## src/rtl/seq_restoring_divider.sv

```systemverilog
// Sequential 6-bit by 3-bit unsigned restoring divider, one quotient bit per RUN cycle.
// Optional macro DIV_ZERO_FLAG_EN: a zero divisor skips RUN and raises div_by_zero.
module seq_restoring_divider (
  input  logic       clk,
  input  logic       rst,
  input  logic       start,
  input  logic [5:0] dividend,
  input  logic [2:0] divisor,
  output logic       busy,
  output logic       done,
  output logic [5:0] quotient,
  output logic [2:0] remainder,
  output logic       div_by_zero
);

  typedef enum logic [1:0] {
    IDLE = 2'd0,
    RUN  = 2'd1,
    DONE = 2'd2
  } state_t;

  state_t     state;
  logic [5:0] dvd_r;
  logic [2:0] dvs_r;
  logic [3:0] part;
  logic [4:0] q_r;
  logic [2:0] cnt;

  logic [3:0] shifted;
  logic [4:0] diff;
  logic       q_bit;
  logic [3:0] part_n;

  // One restoring step: shift in the next dividend bit, trial-subtract, restore on borrow.
  always_comb begin
    shifted = {part[2:0], dvd_r[5]};
    diff    = {1'b0, shifted} - {2'b00, dvs_r};
    q_bit   = ~diff[4];
    part_n  = q_bit ? diff[3:0] : shifted;
  end

`ifdef DIV_ZERO_FLAG_EN
  logic dz_r;
  assign div_by_zero = dz_r;
`else
  assign div_by_zero = 1'b0;
`endif

  always_ff @(posedge clk) begin
    if (rst) begin
      state     <= IDLE;
      dvd_r     <= '0;
      dvs_r     <= '0;
      part      <= '0;
      q_r       <= '0;
      cnt       <= '0;
      busy      <= 1'b0;
      done      <= 1'b0;
      quotient  <= '0;
      remainder <= '0;
`ifdef DIV_ZERO_FLAG_EN
      dz_r      <= 1'b0;
`endif
    end else begin
      case (state)
        IDLE: begin
          if (start) begin
            dvd_r <= dividend;
            dvs_r <= divisor;
            part  <= '0;
            q_r   <= '0;
            cnt   <= '0;
            busy  <= 1'b1;
`ifdef DIV_ZERO_FLAG_EN
            if (divisor == 3'd0) begin
              state     <= DONE;
              done      <= 1'b1;
              quotient  <= '1;
              remainder <= '0;
              dz_r      <= 1'b1;
            end else begin
              state <= RUN;
            end
`else
            state <= RUN;
`endif
          end
        end
        RUN: begin
          part  <= part_n;
          dvd_r <= {dvd_r[4:0], 1'b0};
          q_r   <= {q_r[3:0], q_bit};
          cnt   <= cnt + 3'd1;
          // Last step: results are taken from this cycle's step, not the registers.
          if (cnt == 3'd5) begin
            state     <= DONE;
            done      <= 1'b1;
            quotient  <= {q_r, q_bit};
            remainder <= part_n[2:0];
`ifdef DIV_ZERO_FLAG_EN
            dz_r      <= 1'b0;
`endif
          end
        end
        DONE: begin
          state <= IDLE;
          done  <= 1'b0;
          busy  <= 1'b0;
        end
        default: begin
          state <= IDLE;
          done  <= 1'b0;
          busy  <= 1'b0;
        end
      endcase
    end
  end

endmodule

```

## config.mk

```make
export PLATFORM = sky130hd
export DESIGN_NAME = seq_restoring_divider
export DESIGN_NICKNAME = d
export VERILOG_FILES = /design/src/rtl/seq_restoring_divider.sv
export SDC_FILE = /design/constraint.sdc
export NUM_CORES = 1
export LEC_CHECK = 0
export ABC_AREA = 1
export ABC_CLOCK_PERIOD_IN_PS = 2000
export CAP_MARGIN = 20
export CELL_PAD_IN_SITES_DETAIL_PLACEMENT = 0
export CELL_PAD_IN_SITES_GLOBAL_PLACEMENT = 1
export CORE_MARGIN = 3
export CORE_UTILIZATION = 37
export DETAILED_ROUTE_END_ITERATION = 10
export GPL_TIMING_DRIVEN = 0
export PLACE_DENSITY_LB_ADDON = 0.12
export SETUP_SLACK_MARGIN = 0.5
export SLEW_MARGIN = 20
export SYNTH_ARGS = -nofsm -noshare
export SYNTH_HDL_FRONTEND = slang
export SYNTH_SLANG_ARGS = --single-unit
export TNS_END_PERCENT = 100
```

## constraint.sdc

```tcl
create_clock -name clk -period 2 [get_ports clk]
set_input_delay 0.4 -clock clk [delete_from_list [all_inputs] [get_ports clk]]
set_output_delay 0.4 -clock clk [all_outputs]
set_load 0.05 [all_outputs]
```

Word level (Yosys, flattened, before mapping)
Cells that the tools add are included.
W data, S select, Z words.
- register bits after elaboration: 33
- bits of input ports: 12
- output and inout port bits: 12
- word-level logic and storage cells: 43
- $add $sub $neg: 2
- equal/unequal tests: 4
- mux-type cells: 16
- bitwise gates (word level): 3
- reductions and logical operators: 8
- operators by type and width (cell ; number):
    $pmux W3 S2 ; 2
    $pmux W6 S2 ; 1
    $reduce_and A2 Y1 ; 6
    $pmux W5 S2 ; 1
    $mux W3 ; 3
    $mux W6 ; 1
    $mux W5 ; 1
    $sub A4 B3 Y5 ; 1
    $mux W2 ; 2
    $ne A2 B2 Y1 const B ; 2
    $pmux W1 S2 ; 2
    $pmux W2 S2 ; 1
    $add A3 B1 Y3 const B ; 1
    $eq A3 B3 Y1 const B ; 1
    $not A1 Y1 ; 3
    $eq A2 B1 Y1 const B ; 1
    $logic_not A2 Y1 ; 1
    $mux W1 ; 2
    $reduce_bool A2 Y1 ; 1

Depth between registers and ports, before layout
Gate-level depths: netlist of run 1.
- word-level depth: 3
- mapped depth: 9
- mapped depth without buffers: 9

Worst setup path after synthesis of run 1
Ideal clock, no wire load.
- path kind: register -> register
- start point: reg dvd_r[5]
- end point: reg part[0]
- library setup time: 0.132 ns
- arrival time: 1.346 ns
- data required time: 1.868 ns
- setup slack: 0.522 ns
- cell stages (with the launch flop): 10
- buffers on the path: 0
- period minus slack after synthesis: 1.478 ns
- cell sequence: dfxtp_1 inv_1 ha_1 fa_1 inv_1 nand2_1 nand2_1 nand2_1 nand3_1 a21oi_1
- word-level cells in the longest chain between the ends: 3
- RTL lines (item ; line ; RTL):
    from (decl) ; 23 ; logic [5:0] dvd_r;
    from (signal assigned) ; 68 ; dvd_r <= dividend;
    from (signal assigned) ; 91 ; dvd_r <= {dvd_r[4:0], 1'b0};
    $sub A4 B3 Y5 ; 37 ; diff = {1'b0, shifted} - {2'b00, dvs_r};
    $mux W3 * ; 39 ; part_n = q_bit ? diff[3:0] : shifted;
    $pmux W3 S2 * ; 65 ; case (state)
    to (signal assigned) ; 90 ; part <= part_n;
    to (decl) ; 25 ; logic [3:0] part;
Every way passes the cells marked *; elsewhere a longest branch is shown, timed or not.
A chain may end at the register's enable or synchronous reset.

Final worst setup path of run 1
- start point: reg dvd_r[5]
- end point: reg part[1]
- word-level cells in the longest chain between the ends: 3
- RTL lines (item ; line):
    $sub A4 B3 Y5 ; 37
    $mux W3 ; 39
    $pmux W3 S2 ; 65
Every way passes these cells.

==> results of run 1 <==
[through the flow]
stage                     hold slack, ps  instances
final                                467        261
after detailed placement             454        252
after global placement               451        252
after CTS                            463        261
after global routing                 499        261
after floorplan                      435        184
[routing by layer]
layer	vias up	wire length, um	track usage [%]
met5	-	0	0
met4	0	53	6.84
met3	6	180	5.99
met2	27	1390	25.5
met1	559	1470	20.9
li1	642	-	-
[what timing repair did]
item / CTS / global route
hold buffers: 0 / 0
buffers inserted: 1 / 0
endpoints found under the hold margin: 0 / 0
gates resized for setup: 39 / 6
endpoints found under the setup margin: 16 / 10
[power by group through the flow]
stage          Sequential (mW)  Combinational [mW]  Clock [mW]
3_3_place_gp             0.713               0.189           0
3_5_place_dp             0.714               0.192           0
5_1_grt                  0.704               0.253       0.525
4_1_cts                  0.700               0.206       0.492
2_1_floorplan            0.716               0.127           0
6_report                 0.700               0.222       0.478
[cells in the final DEF, fill, tap and decap left out, types with 5 or more instances in the layout]
master            n
a21oi_1          17
clkbuf_8          5
clkdlybuf4s15_2  11
clkdlybuf4s50_1  11
dfxtp_1          32
inv_1            12
inv_2             5
nand2_1          52
nand3_1          20
nor2_1           11
o21ai_0           8
[registers in the layout, summed over array words and instances, names as in the netlist]
signal,cells
done,1
busy,1
remainder,3
dvs_r,3
quotient,6
q_r,5
state,2
cnt,3
part,3
dvd_r,6
[logic make-up (layout without fill, tap and decap cells)]
group           after synthesis  count (layout)  share of synthesized area, %
xor+xnor                      1               1                         0.629
other cells                   1               1                         0.269
flops                        33              33                          47.4
compound gates               26              26                          9.43
buf+inv                      24              55                          7.73
simple gates                 94              94                          29.5
fa+ha+maj                     5               5                          5.03
[how the worst max path moves through the flow]
stage                  start      end  slack (ps)  depth (start not counted)
finish              dvd_r[5]  part[1]         540                          9
global route        dvd_r[5]  part[1]         480                          9
CTS                 dvd_r[5]  part[1]         520                          9
detailed placement       rst     done         280                          6
global placement         rst     done         300                          6
floorplan           dvd_r[5]  part[0]         520                          9
[layout make-up]
| cell class | count | share of cell area (%) |
|---|---|---|
| clock inverter | 2 | 0.555 |
| multi-input combinational | 127 | 36.0 |
| tap | 46 | 3.19 |
| clock buffer | 6 | 4.02 |
| buffer | 5 | 1.94 |
| sequential | 33 | 36.7 |
| timing repair buffer | 23 | 13.4 |
| inverter | 19 | 4.16 |
[worst register-to-register path: cells and delay by family, from the launching register on]
kind                     cells  cell delay [ps]
adder cells (fa/ha/maj)      2              500
flip-flops                   1              340
AND/OR/NAND/NOR              4              300
buffers and inverters        2              130
AO/OA/AOI/OAI                1               70
==> impl_metrics.env, run 1 <==
export IMPL_status="finished clean"
export IMPL_place_gp_congestion=0.721
export IMPL_total_power_mw=1.40
export IMPL_power_frac_comb_pct=15.9
export IMPL_pin_count=24
export IMPL_p_per_area_nw_per_um2=777
export IMPL_netlist_top_cells_area="dfxtp_1 47%, nand2_1 15%, nand3_1 7.2%, a21oi_1 6.1%, inv_1 3.8%"
export IMPL_synth_commonest_cells="56 x nand2_1, 33 x dfxtp_1, 20 x nand3_1"
export IMPL_yosysSeqAreaShare_pct=47.4
export IMPL_p_leak_nw=0.782
export IMPL_globalRouteTotalUtil_pct=16.6
export IMPL_r2r_cells=9
export IMPL_dp_slack_ps=278
export IMPL_grt_overflow_total=0
export IMPL_setup_tns_ps=0
export IMPL_relSlewSlack_pct=63.3
export IMPL_synth_fp_nets=201
export IMPL_yosysUniqueCellTypes=24
export IMPL_cts_root_buf="clkbuf_8"
export IMPL_post_route_drc_count=0
export IMPL_skew_ps=6.82
export IMPL_first_global_vias=1195
export IMPL_port_buffers=22
export IMPL_end_kind="flop"
export IMPL_timing_final_hold_violations=0
export IMPL_r2r_start="dvd_r[5]"
export IMPL_yosysTopAreaCellShare_pct=47.4
export IMPL_syn_mean_instance_area_um2=7.57
export IMPL_diodes=0
export IMPL_drive_above_1_share_pct=19.5
export IMPL_tightest_slew_ps=550
export IMPL_final_max_slew_viol_count=0
export IMPL_cp_data_arrival_time_ps=1610
export IMPL_grt_first_pass_wirelength_um=5490
export IMPL_stdcell_area_um2=1800
export IMPL_path_delay_family="adder cells"
export IMPL_fin_util_pct=52.0
export IMPL_peakVddDrop_uv=466
export IMPL_clk_latency_ps=280
export IMPL_cts_clk_slew_worst_paths_ps=70
export IMPL_min_period_over_period_pct=72.9
export IMPL_initial_core_util_pct=40.2
export IMPL_crit_buf_inv=2
export IMPL_cts_tree="yes"
export IMPL_clkSinkCount=33
export IMPL_path_class="flop to flop"
export IMPL_die_h_um=67.4
export IMPL_rows=21
export IMPL_setup_violations=0
export IMPL_syn_area_um2=1390
export IMPL_maxCapViolCount=0
export IMPL_regArea_um2=662
export IMPL_antenna_found_initial=0
export IMPL_p_clk_share_pct=34.1
export IMPL_whs_path_depth=2
export IMPL_dp_hpwl_um=2170
export IMPL_vias=1234
export IMPL_drt_pass1_iter_count=6
export IMPL_hp_class="flop to flop"
export IMPL_cts_max_level=2
export IMPL_syn_inst=184
export IMPL_min_from="q_r[4]"
export IMPL_critical_path_required_ps=2150
export IMPL_synth_most_common_cell="nand2_1"
export IMPL_routed_wl_um=3100
export IMPL_netSwitchingPower_mw=0.387
export IMPL_grt_max_degree=11
export IMPL_timing_rr_end="part[1]"
export IMPL_place_area_um2=1670
export IMPL_coreArea_um2=3470
export IMPL_ys_seq_elements=33
export IMPL_drt_iter0_drc=42
export IMPL_area_growth_pct=29.5
export IMPL_synth_top_area_cell="dfxtp_1"
export IMPL_crit_path_cell_trace="inv_2 -> ha_2 -> fa_2 -> inv_2 -> nand2_4 -> nand2_4 -> nand2_2 -> nand3_1 -> a21oi_1"
export IMPL_dieArea_um2=4540
export IMPL_rsz0062_at_grt="yes"
export IMPL_synth_main_ff_cell="dfxtp_1"
export IMPL_ctsLongestPathBuffers=2
export IMPL_clock_fmax_mhz=686
export IMPL_switching_share_pct=27.7
export IMPL_fin_crit_ps=1460
export IMPL_drtAntennaViolNets=0
export IMPL_fillCellCount=364
export IMPL_numCtsBuffers=5
export IMPL_async_flop_share_pct=0
export IMPL_cp_start_kind="flop"
export IMPL_multi_input_area_um2=649
export IMPL_die_w_um=67.4
export IMPL_setup_ws_ps=543
export IMPL_vias_per_cell=4.73
export IMPL_synth_edf_count=0
export IMPL_p_seq_share_pct=50.0
export IMPL_holdPathEnd="q_r[4]"
export IMPL_intPower_mw=1.01
export IMPL_slowest_stage="dfxtp_2"
export IMPL_yosys_warnings=0
export IMPL_wire_per_inst_um=11.9
export IMPL_cp_max_fo=5
export IMPL_max_stage_delay_ps=340
export IMPL_fin_nets=231
export IMPL_rrSetupSlack_ps=540
Power figures use the tool's default switching activity.
==> inputs of run 2 (changes only) <==
--- a/config.mk
+++ b/config.mk
@@ -6,12 +6,12 @@
 export NUM_CORES = 1
 export LEC_CHECK = 0
 export ABC_AREA = 1
-export ABC_CLOCK_PERIOD_IN_PS = 2000
+export ABC_CLOCK_PERIOD_IN_PS = 1300
 export CAP_MARGIN = 20
 export CELL_PAD_IN_SITES_DETAIL_PLACEMENT = 0
 export CELL_PAD_IN_SITES_GLOBAL_PLACEMENT = 1
 export CORE_MARGIN = 3
-export CORE_UTILIZATION = 37
+export CORE_UTILIZATION = 33
 export DETAILED_ROUTE_END_ITERATION = 10
 export GPL_TIMING_DRIVEN = 0
 export PLACE_DENSITY_LB_ADDON = 0.12
==> constraint.sdc (replaced) <==
create_clock -name clk -period 1.3 [get_ports clk]
set_input_delay 0.26 -clock clk [delete_from_list [all_inputs] [get_ports clk]]
set_output_delay 0.26 -clock clk [all_outputs]
set_load 0.05 [all_outputs]
==> run 2 against run 1 <==
  * Sequential share of layout area is 8.3 points lower
  * Clock-buffer cell count rose by 1
  * Clock power is 59% higher
  * Clock skew down 0.79 ps
  * Die area is 11% higher
  * Non-clock buffer count up 25
  * Global-route usage grew 0.36 points
  * Final cell count rose by 10%
  * Worst setup slack got worse by 640 ps
  * First-iteration DRC count up 19%
  * Hold slack got worse by 71 ps
  * The run now ends with setup timing left
  * Routed wire length up 25%
==> impl_metrics.env, run 2 (synthesis results as in run 1) <==
export IMPL_wire_per_inst_um=13.5
export IMPL_initial_core_util_pct=36.1
export IMPL_place_gp_congestion=0.780
export IMPL_die_w_um=71.0
export IMPL_clkSinkCount=33
export IMPL_layout_commonest_cell="nand2_1"
export IMPL_grt_max_degree=11
export IMPL_die_h_um=71.0
export IMPL_hp_class="input pin to flop"
export IMPL_final_max_slew_viol_count=0
export IMPL_path_class="flop to flop"
export IMPL_max_stage_delay_ps=330
export IMPL_fin_nets=257
export IMPL_grt_overflow_total=0
export IMPL_setup_violations=8
export IMPL_cts_tree="yes"
export IMPL_place_area_um2=1820
export IMPL_timing_final_hold_violations=0
export IMPL_cts_root_buf="clkbuf_8"
export IMPL_whs_ps=396
export IMPL_routed_wl_um=3890
export IMPL_top_regs="dvd_r (6), quotient (6), q_r (5)"
export IMPL_p_leak_nw=1.06
export IMPL_stdcell_area_um2=2410
export IMPL_p_seq_share_pct=45.4
export IMPL_placed_cells=254
export IMPL_ctsHoldBuffers=0
export IMPL_drt_pass1_iter_count=4
export IMPL_diodes=0
export IMPL_clock_fmax_mhz=714
export IMPL_cp_start_kind="flop"
export IMPL_dp_hpwl_um=2360
export IMPL_dieArea_um2=5040
export IMPL_fin_util_pct=62.6
export IMPL_rows=22
export IMPL_peakVddDrop_uv=681
export IMPL_drive_above_1_share_pct=50.8
export IMPL_crit_path_cell_trace="inv_2 -> ha_4 -> fa_2 -> inv_2 -> nand2_4 -> nand2_4 -> nand2_4 -> nand3_2 -> a21oi_1"
export IMPL_pin_count=24
export IMPL_cp_data_arrival_time_ps=1540
export IMPL_use_met1_pct=20.1
export IMPL_p_clk_share_pct=31.8
export IMPL_switching_share_pct=28.0
export IMPL_power_frac_comb_pct=22.7
export IMPL_layout_cells_non_filler=288
export IMPL_intPower_mw=1.72
export IMPL_ctsLongestPathBuffers=2
export IMPL_area_growth_pct=73.3
export IMPL_cts_clk_slew_worst_paths_ps=60
export IMPL_final_cell_mix="36 x nand2_1, 17 x dfxtp_1, 15 x nand2_2, 15 x buf_4, 14 x dfxtp_2"
export IMPL_p_per_area_nw_per_um2=991
export IMPL_fin_crit_ps=1400
export IMPL_drtAntennaViolNets=0
export IMPL_min_period_over_period_pct=108
export IMPL_end_kind="flop"
export IMPL_first_global_vias=1414
export IMPL_total_power_mw=2.39
export IMPL_rsz0062_at_grt="yes"
export IMPL_status="finished with violations"
export IMPL_drt_iter0_drc=50
export IMPL_netSwitchingPower_mw=0.670
export IMPL_antenna_found_initial=0
export IMPL_vias_per_cell=4.87
export IMPL_critical_path_required_ps=1440
export IMPL_cp_max_fo=5
export IMPL_relSlewSlack_pct=57.7
export IMPL_tightest_slew_ps=635
export IMPL_grt_busiest_layer="met2"
export IMPL_post_route_drc_count=0
export IMPL_grt_use_met3_pct=6.39
export IMPL_grt_first_pass_wirelength_um=6580
export IMPL_coreArea_um2=3850
export IMPL_grt_use_met2_pct=26.6
export IMPL_maxCapViolCount=0
export IMPL_port_buffers=22
export IMPL_clk_latency_ps=280
export IMPL_numCtsBuffers=5
export IMPL_vias=1403
export IMPL_violations="setup timing"
export IMPL_globalRouteTotalUtil_pct=16.9
export IMPL_cts_max_level=2
export IMPL_setup_ws_ps=-101
export IMPL_crit_top_cell="nand2_4"
export IMPL_slowest_stage="dfxtp_2"
export IMPL_skew_ps=6.03
==> run 2: timing repair <==
| item | in CTS | in global routing |
|---|---|---|
| setup endpoints to repair | 44 | 44 |
| cloned | 2 | 0 |
| gates resized for setup | 117 | 29 |
| pin swaps | 20 | 18 |
| setup buffers | 21 | 4 |
==> run 2: worst max-delay path: cells and delay by family, from the launching register on <==
| family | cells | cell delay (ps) |
|---|---|---|
| AOI/OAI and AO/OA | 1 | 60 |
| and+or+nand+nor | 4 | 280 |
| adders and majority gates | 2 | 470 |
| buffers and inverters | 2 | 130 |
| DFF | 1 | 330 |
==> run 2: power by group through the flow <==
stage | clock, mW | combinational (mW) | sequential (mW)
after floorplan | 0 | 0.260 | 1.11
after global placement | 0 | 0.361 | 1.10
after detailed placement | 0 | 0.370 | 1.11
after CTS | 0.780 | 0.483 | 1.08
after global routing | 0.823 | 0.589 | 1.09
final | 0.761 | 0.544 | 1.09
==> run 2: stage by stage <==
step | setup slack, ps | setup TNS (ps)
after floorplan | -31.4 | -116
after global placement | -258 | -5960
after detailed placement | -263 | -6330
after CTS | -83.9 | -404
after global routing | -153 | -983
final | -101 | -445
==> run 2: per-layer routing <==
layer,part of all wire (%),up-vias
li1,-,698
met3,3.9,13
met1,44,666
met5,0,-
met4,3.0,0
met2,49,26
==> run 2: final cells by class <==
type                            count  area [um^2]
Inverter                           19         96.3
Timing Repair inverter              1         11.3
Clock buffer                        7         86.3
Buffer                              5         45.0
Sequential cell                    33          686
Fill cell                         316         1440
Tap cell                           48         60.1
Timing Repair Buffer               48          561
Multi-Input combinational cell    127          868
==> run 2: path summary, 6_finish.rpt <==
check        startpoint  cells after the start  slack (ps)           to
max            dvd_r[5]                      9        -100      part[0]
min                 rst                      2         400         busy
max reg2reg    dvd_r[5]                      9        -100      part[0]
min reg2reg      q_r[2]                      2         470  quotient[3]
==> inputs of run 3 (changes only) <==
--- a/config.mk
+++ b/config.mk
@@ -16,6 +16,7 @@
 export GPL_TIMING_DRIVEN = 0
 export PLACE_DENSITY_LB_ADDON = 0.12
 export SETUP_SLACK_MARGIN = 0.5
+export SKIP_LAST_GASP = 1
 export SLEW_MARGIN = 20
 export SYNTH_ARGS = -nofsm -noshare
 export SYNTH_HDL_FRONTEND = slang
==> run 3 against run 2 <==
  * Global-route usage is the same
  * Hold slack lost 5.4 ps
  * Largest power group unchanged
  * Worst setup slack lost 1.5 ps
  * Routed wire length shrank 0.82%
  * Sequential power is essentially flat
  * Design area shrank 0.31%
  * The flow still finishes with violations (setup timing)
  * Sequential cell count is the same
  * Critical path type unchanged
  * Clock-buffer cell count is the same
  * Highest routed layer unchanged
  * Maximum frequency shrank 0.10%
==> impl_metrics.env, run 3 (synthesis results as in run 1) <==
export IMPL_ctsLongestPathBuffers=2
export IMPL_holdPathEnd="busy"
export IMPL_end_kind="flop"
export IMPL_cp_data_arrival_time_ps=1550
export IMPL_whs_path_depth=2
export IMPL_rsz0062_at_grt="yes"
export IMPL_globalRouteTotalUtil_pct=16.9
export IMPL_post_route_drc_count=0
export IMPL_cp_max_fo=5
export IMPL_timing_final_hold_violations=0
export IMPL_peakVddDrop_uv=682
export IMPL_p_per_area_nw_per_um2=992
export IMPL_die_h_um=71.0
export IMPL_dp_hpwl_um=2360
export IMPL_skew_ps=5.99
export IMPL_first_global_vias=1414
export IMPL_p_leak_nw=1.06
export IMPL_min_from="rst"
export IMPL_cp_start_kind="flop"
export IMPL_placed_cells=254
export IMPL_pin_count=24
export IMPL_top_regs="dvd_r (6), quotient (6), q_r (5)"
export IMPL_rrSetupSlack_ps=-100
export IMPL_status="finished with violations"
export IMPL_fin_crit_ps=1400
export IMPL_numCtsBuffers=5
export IMPL_dieArea_um2=5040
export IMPL_layout_cells_non_filler=288
export IMPL_coreArea_um2=3850
export IMPL_cts_max_level=2
export IMPL_port_buffers=22
export IMPL_area_growth_pct=72.8
export IMPL_cts_tree="yes"
export IMPL_place_gp_congestion=0.780
export IMPL_crit_path_cell_trace="inv_2 -> ha_4 -> fa_2 -> inv_2 -> nand2_4 -> nand2_4 -> nand2_4 -> nand3_2 -> a21oi_1"
export IMPL_final_max_slew_viol_count=0
export IMPL_vias=1398
export IMPL_slowest_stage="dfxtp_2"
export IMPL_setup_ws_ps=-102
export IMPL_clkSinkCount=33
export IMPL_tightest_slew_ps=589
export IMPL_crit_top_cell="nand2_4"
export IMPL_relSlewSlack_pct=60.7
export IMPL_drt_pass1_iter_count=4
export IMPL_path_class="flop to flop"
export IMPL_setup_violations=8
export IMPL_startpoint="dvd_r[5]"
export IMPL_violations="setup timing"
export IMPL_grt_overflow_total=0
export IMPL_hp_class="input pin to flop"
export IMPL_rows=22
export IMPL_setup_tns_ps=-444
export IMPL_antenna_found_initial=0
export IMPL_dp_slack_ps=-263
export IMPL_r2r_start="dvd_r[5]"
export IMPL_die_w_um=71.0
export IMPL_r2r_cells=9
export IMPL_drtAntennaViolNets=0
export IMPL_grt_first_pass_wirelength_um=6580
export IMPL_fin_util_pct=62.4
export IMPL_drt_iter0_drc=43
export IMPL_fin_nets=257
export IMPL_timing_rr_end="part[0]"
export IMPL_layout_commonest_cell="nand2_1"
export IMPL_cts_root_buf="clkbuf_8"
export IMPL_maxCapViolCount=0
export IMPL_vias_per_cell=4.85
export IMPL_final_cell_mix="36 x nand2_1, 17 x dfxtp_1, 16 x buf_4"
export IMPL_cts_clk_slew_worst_paths_ps=60
export IMPL_clock_fmax_mhz=713
export IMPL_clk_latency_ps=280
export IMPL_wire_per_inst_um=13.4
export IMPL_critical_path_required_ps=1450
export IMPL_max_stage_delay_ps=330
export IMPL_drive_above_1_share_pct=50.4
export IMPL_initial_core_util_pct=36.1
export IMPL_routed_wl_um=3860
export IMPL_total_power_mw=2.39
export IMPL_diodes=0
export IMPL_grt_max_degree=11
export IMPL_min_period_over_period_pct=108
run 3: cell types whose count changed in the layout (fill, tap and decap cells not counted):
| cell | change |
|---|---|
| buf_4 | +1 |
| a21oi_2 | -1 |
| buf_6 | -1 |
| a21oi_1 | +1 |
run 3: critical path: cells and delay by family (launching register included):
| family | cells | cell delay [ps] |
|---|---|---|
| and+or+nand+nor | 4 | 290 |
| DFF | 1 | 330 |
| AOI/OAI and AO/OA | 1 | 60 |
| adders and majority gates | 2 | 470 |
| buffers and inverters | 2 | 130 |
run 3: repair_timing:
item / 4_1_cts / 5_1_grt
pin swaps: 20 / 16
endpoints found under the setup margin: 44 / 44
setup buffers: 21 / 4
hold buffers: 0 / 0
gates resized for setup: 117 / 27
gates cloned: 2 / 0
run 3: worst max path at each step:
stage | to | cells past startpoint
final | part[0] | 9
after global routing | part[0] | 9
after CTS | part[1] | 9
after detailed placement | quotient[0] | 6
after floorplan | part[1] | 9
after global placement | done | 6
run 3: per-layer routing:
layer | part of all wire (%) | vias to the layer above | routed length [um] | global-route usage (%)
li1 | - | 699 | - | -
met1 | 43 | 656 | 1640 | 20.1
met2 | 49 | 30 | 1890 | 26.6
met3 | 5.4 | 13 | 207 | 6.39
met4 | 3.0 | 0 | 116 | 8.77
met5 | 0 | - | 0 | 0
run 3: layout make-up:
class | instances | area (um^2)
fill | 313 | 1450
buffer | 5 | 45.0
timing repair inverter | 1 | 11.3
timing repair buffer | 48 | 557
multi-input combinational | 127 | 865
sequential | 33 | 686
tap | 48 | 60.1
inverter | 19 | 96.3
clock buffer | 7 | 86.3
run 3: stage by stage:
stage | area [um^2] | hold slack (ps)
after floorplan | 1540 | 322
after global placement | 1820 | 443
after detailed placement | 1820 | 446
after CTS | 2290 | 381
after global routing | 2410 | 400
final | 2410 | 391
run 3: power by group:
part	leakage (nW)	internal (mW)	switching (mW)
Sequential	0.277	1.05	0.0345
Clock	0.0443	0.419	0.342
Combinational	0.735	0.250	0.291
Total	1.06	1.72	0.668
